File: src/rtl/seg_scan_driver.sv
// Multiplexed 7-segment scan driver: one digit lit per scan step, hex decode with blanking,
// decimal point and leading-zero suppression; data snapshotted once per frame.
module seg_scan_driver #(
  parameter int unsigned DIGITS     = 8,
  parameter bit          ACTIVE_LOW = 1'b1
) (
  input  logic                  clk_src,
  input  logic                  rst,
  input  logic                  scan_tick,
  input  logic [4*DIGITS-1:0]   data,
  input  logic [DIGITS-1:0]     blank_mask,
  input  logic [DIGITS-1:0]     dp_mask,
  input  logic                  lz_suppress,
  output logic [DIGITS-1:0]     anode,
  output logic [6:0]            segs,
  output logic                  dp,
  output logic                  frame_start
);

  localparam int unsigned     IdxW    = (DIGITS > 1) ? $clog2(DIGITS) : 1;
  localparam logic [IdxW-1:0] LastIdx = IdxW'(DIGITS - 1);

  logic [IdxW-1:0]     idx_q, nidx;
  logic                tick_q, step;
  logic [4*DIGITS-1:0] shadow_q, frame_data;
  logic [DIGITS-1:0]   zero_from;
  logic [DIGITS-1:0]   onehot;
  logic [3:0]          nibble;
  logic                blank_sel, dp_sel, zero_sel, dark;

  // Output registers hold active-high values; polarity is applied at the ports.
  logic [DIGITS-1:0]   anode_q, anode_d;
  logic [6:0]          segs_q, segs_d;
  logic                dp_q, dp_d, fs_q;

  function automatic logic [6:0] hex7(input logic [3:0] v);
    case (v)
      4'h0:    hex7 = 7'h3F;
      4'h1:    hex7 = 7'h06;
      4'h2:    hex7 = 7'h5B;
      4'h3:    hex7 = 7'h4F;
      4'h4:    hex7 = 7'h66;
      4'h5:    hex7 = 7'h6D;
      4'h6:    hex7 = 7'h7D;
      4'h7:    hex7 = 7'h07;
      4'h8:    hex7 = 7'h7F;
      4'h9:    hex7 = 7'h6F;
      4'hA:    hex7 = 7'h77;
      4'hB:    hex7 = 7'h7C;
      4'hC:    hex7 = 7'h39;
      4'hD:    hex7 = 7'h5E;
      4'hE:    hex7 = 7'h79;
      default: hex7 = 7'h71;
    endcase
  endfunction

  always_comb begin
    step = scan_tick & ~tick_q;
    nidx = (idx_q == LastIdx) ? '0 : idx_q + 1'b1;
    // Digit 0 of a new frame must decode from the incoming data, not the stale shadow.
    frame_data = (nidx == '0) ? data : shadow_q;

    // zero_from[i]: nibbles DIGITS-1 down to i of the frame are all zero
    zero_from = '0;
    zero_from[DIGITS-1] = (frame_data[4*DIGITS-1 -: 4] == 4'h0);
    for (int i = int'(DIGITS) - 2; i >= 0; i--) begin
      zero_from[i] = zero_from[i+1] && (frame_data[4*i +: 4] == 4'h0);
    end

    onehot    = '0;
    nibble    = '0;
    blank_sel = 1'b0;
    dp_sel    = 1'b0;
    zero_sel  = 1'b0;
    for (int i = 0; i < int'(DIGITS); i++) begin
      if (nidx == IdxW'(i)) begin
        onehot[i] = 1'b1;
        nibble    = frame_data[4*i +: 4];
        blank_sel = blank_mask[i];
        dp_sel    = dp_mask[i];
        zero_sel  = zero_from[i];
      end
    end

    dark    = blank_sel | (lz_suppress & (nidx != '0) & zero_sel);
    anode_d = dark ? '0 : onehot;
    segs_d  = dark ? 7'h00 : hex7(nibble);
    dp_d    = ~dark & dp_sel;
  end

  always_ff @(posedge clk_src) begin
    if (rst) begin
      idx_q    <= LastIdx;
      tick_q   <= 1'b1;
      shadow_q <= '0;
      anode_q  <= '0;
      segs_q   <= '0;
      dp_q     <= 1'b0;
      fs_q     <= 1'b0;
    end else begin
      tick_q <= scan_tick;
      fs_q   <= step && (nidx == '0);
      if (step) begin
        idx_q   <= nidx;
        anode_q <= anode_d;
        segs_q  <= segs_d;
        dp_q    <= dp_d;
        if (nidx == '0) begin
          shadow_q <= data;
        end
      end
    end
  end

  assign anode       = anode_q ^ {DIGITS{ACTIVE_LOW}};
  assign segs        = segs_q ^ {7{ACTIVE_LOW}};
  assign dp          = dp_q ^ ACTIVE_LOW;
  assign frame_start = fs_q;

endmodule

File: config.mk
export PLATFORM = sky130hd
export DESIGN_NAME = seg_scan_driver
export DESIGN_NICKNAME = d
export VERILOG_FILES = /design/src/rtl/seg_scan_driver.sv
export SDC_FILE = /design/constraint.sdc
export NUM_CORES = 1
export LEC_CHECK = 0
export ABC_AREA = 1
export BUFFER_PORTS_ARGS = -buffer_cell sky130_fd_sc_hd__buf_2
export CORE_MARGIN = 1
export CORE_UTILIZATION = 35
export CTS_CLUSTER_DIAMETER = 120
export CTS_CLUSTER_SIZE = 40
export DETAILED_ROUTE_END_ITERATION = 12
export GPL_TIMING_DRIVEN = 0
export MAX_ROUTING_LAYER = met4
export SLEW_MARGIN = 20
export SYNTH_ARGS = -nofsm -noshare
export SYNTH_HDL_FRONTEND = slang
export SYNTH_SLANG_ARGS = --single-unit
export TNS_END_PERCENT = 50
File: constraint.sdc
create_clock -name clk_src -period 2.4 [get_ports clk_src]
set_input_delay 0 -clock clk_src [delete_from_list [all_inputs] [get_ports clk_src]]
set_output_delay 0 -clock clk_src [all_outputs]
set_load 0.02 [all_outputs]
==> metrics.md <==
| Metric | Value |
|---|---|
| Gr ovfl total | 0 |
| Leakage | 2.144 nW |
| FP Rows | 34 |
| Post-synth design cell area | 3154 um2 |
| Post-place instance area | 3661 um2 |
| Setup TNS | -1.081 ns |
| First DRT Iteration DRCs | 180 |
| Final hold viol count | 0 |
| Mux contribution to synthesized area | 0% |
| Register area share after synthesis | 31.10% |
| #FFs+latches synth | 49 |
| CP Max Fanout | 6 |
| Clock transition at path regs | 0.10 ns |
| Minimum clock period | 2.604 ns |
| WHS Path Cells | 4 |
| Setup WS post-layout | -0.2045 ns |
| Placeable core area | 8721 um2 |
| DRT Pass-1 Iters | 4 |
| Die width | 96.93 um |
| Hold path startpoint | blank_mask[7] |
| Crit path capture type | register |
| CTS root buf | clkbuf_8 |
| Mapped Avg Cell Area | 6.125 um2 |
| Max Slew Vio Count | 0 |
| Worst-margin pin slew | 0.5314 ns |
| RR Endpoint | segs_q[5] |
| Failing checks | setup timing |
| WS Path Type | register to register |
| Final critical-path share of the clock period | 108.5% |
| TritonCTS clock tree | done |
| I/O pins | 69 |
| Most frequent cells in the layout | nand2_1 (144), buf_2 (68), inv_1 (63), nand3_1 (47), dfxtp_1 (46) |
| Pin count of the biggest net entering global routing | 17 |
| Peak Freq | 384.0 MHz |
| PD cells | 505.2 nW/um2 |
| Pre-CTS WS | -0.3733 ns |
| CTS buffer count | 5 |
| Post-synthesis compound-gate area fraction | 16.58% |
| Syn nets | 579 |
| Fillcell total | 871 |
| Die ar. | 9395 um2 |
| Launch point of the worst path | idx_q[1] |
| Worst rel slew slack | 64.57% |
| Netlist cell types | 28 |
| Max Buffers Root-to-Sink | 2 |
| Global Route Usage Sum | 22.42% |
| Via count of the first global-routing pass | 3587 |
| Die H | 96.93 um |
| Routed WL | 10.10 mm |
| Xor and xnor area share after synthesis | 0% |
| Routed Antenna Nets | 0 |
| Final net count | 711 |
| Worst Hold Path EP | anode_q[0] |
| Buffers added on ports | 67 |
| Startpoint type of the worst setup path | register |
| Synth Instances | 515 |
| Fraction of layout cells with a size suffix above 1 | 31.17% |
| Post-route cell area | 4726 um2 |
| DRC | 0 |
| Max cap viols | 0 |
| Worst Reg-to-Reg Cells | 19 |
| Final setup violation count | 15 |
| Reg2reg start | idx_q[1] |
| Vias per cell | 4.952 |
| Synth warnings | 0 |
| Worst endpoint required time | 2.59 ns |
| Largest family of logic cells by synthesized area | simple AND/OR/NAND/NOR gates |
| Synth Area in Simple Gates | 34.27% |
| H-Tree Depth | 2 |
| Initial antenna violation count | 0 |
| RD Place Congestion | 0.9670 |
| Max VDD drop | 0.0002421 V |
| Commonest non-fill, non-tap cell in the layout | nand2_1 |
| Clk Latency, worst-skew pair | 0.31 ns |
| Antenna cells | 0 |
| Adder-cell share of the synthesized area | 4.760% |
| Clock Skew | 0.006907 ns |
| Clock tree sinks | 49 |
| DR vias | 3744 |
| RSZ-0062 raised after global routing | true |
| P&R area growth vs syn | 49.82% |
| Starting density of the core | 36.17% |
| HP Class | input port to register |
| Half-perimeter wire length after placement | 6.938 mm |
| WL/cell | 13.36 um |
| Hold_ws | 0.02954 ns |
| First-pass GRT wire length | 16.66 mm |
| Status | finished, violations left |
| Worst path arrival time | 2.79 ns |
| Internal reg-to-reg setup slack | -0.20 ns |
==> worst max path at each step <==
| stage | to | cells after the start |
|---|---|---|
| after floorplan | segs_q[3] | 21 |
| after global placement | segs_q[3] | 22 |
| after detailed placement | segs_q[3] | 20 |
| after CTS | segs_q[0] | 23 |
| after global routing | segs_q[5] | 21 |
| final | segs_q[5] | 19 |
==> layer usage <==
metal,vias up,wire [um],track usage (%)
li1,1904,-,-
met1,1708,4415,27.26
met2,109,5012,37.49
met3,23,461,3.540
met4,0,213,8.037
met5,-,0,-
==> worst max-delay path: stages, from the launching register on <==
cell      delay [ns]
dfxtp_4         0.36
ha_4            0.18
ha_4            0.36
nand2_8         0.10
a21oi_2         0.15
nand2_1         0.07
nand2_1         0.09
nand2_1         0.06
nand2_1         0.05
nand2_1         0.06
nand2_1         0.07
nand2_2         0.07
nand2_4         0.13
inv_6           0.07
ha_4            0.16
nand3b_1        0.18
nand3_1         0.12
nand2_1         0.08
nand3_1         0.08
a21oi_1         0.06
==> area by class of cell <==
class / count / area (um2) / area share, %
Buffer: 22 / 172.7 / 3.654
Sequential cell: 49 / 989.7 / 20.94
Tap cell: 108 / 135.1 / 2.859
Clock buffer: 5 / 68.82 / 1.456
Clock inverter: 3 / 21.27 / 0.4501
Timing Repair Buffer: 125 / 893.4 / 18.90
Multi-Input combinational cell: 366 / 2130 / 45.06
Inverter: 78 / 315.3 / 6.672
==> state kept, by name, indices dropped and copies added, names as in the netlist <==
register,flops
anode_q,8
dp_q,1
frame_start,1
idx_q,3
segs_q,7
shadow_q,28
tick_q,1
==> stage by stage <==
| step | std cells | total power, mW | util [%] |
|---|---|---|---|
| detailed placement | 690 | 1.530 | 41.98 |
| finish | 756 | 2.388 | 54.19 |
| floorplan | 515 | 1.345 | - |
| CTS | 747 | 2.309 | 51.28 |
| global placement | 690 | 1.526 | 41.98 |
| global route | 756 | 2.532 | 54.19 |
==> power breakdown <==
part           switching (mW)  total [mW]  internal [mW]
clock                   0.317       0.525          0.208
combinational           0.567        1.01          0.439
sequential             0.0154       0.856          0.841
total                   0.900        2.39           1.49
==> repair_timing <==
action                                  in CTS  in global routing
pin swaps                                   32                 44
hold buffers                                24                  0
gates resized for setup                     73                 44
endpoints found under the setup margin      15                 23
setup buffers                               25                 10
gates cloned                                 0                  2
endpoints found under the hold margin       24                  0
==> synth_stat cells (all sizes together) <==
| master | count | area (um2) |
|---|---|---|
| ha | 12 | 150.1 |
| o211a | 1 | 10.01 |
| o21ai | 54 | 270.3 |
| nand4 | 1 | 6.260 |
| nor3 | 4 | 20.02 |
| buf | 10 | 81.32 |
| nand3b | 1 | 7.510 |
| dfxtp | 49 | 980.9 |
| or2 | 3 | 18.77 |
| a21oi | 37 | 188.9 |
| nand3 | 58 | 290.3 |
| nor4 | 3 | 18.77 |
| inv | 78 | 292.8 |
| o32ai | 1 | 8.760 |
| clkbuf | 12 | 45.04 |
| nor2 | 15 | 63.81 |
| nand2 | 170 | 655.6 |
| o211ai | 6 | 45.04 |
==> kinds of logic after synthesis <==
logic type      after synthesis
flops                        49
compound gates               99
simple gates                255
fa+ha+maj                    12
buf+inv                     100
Note: power is estimated with default switching activity, not from simulation.
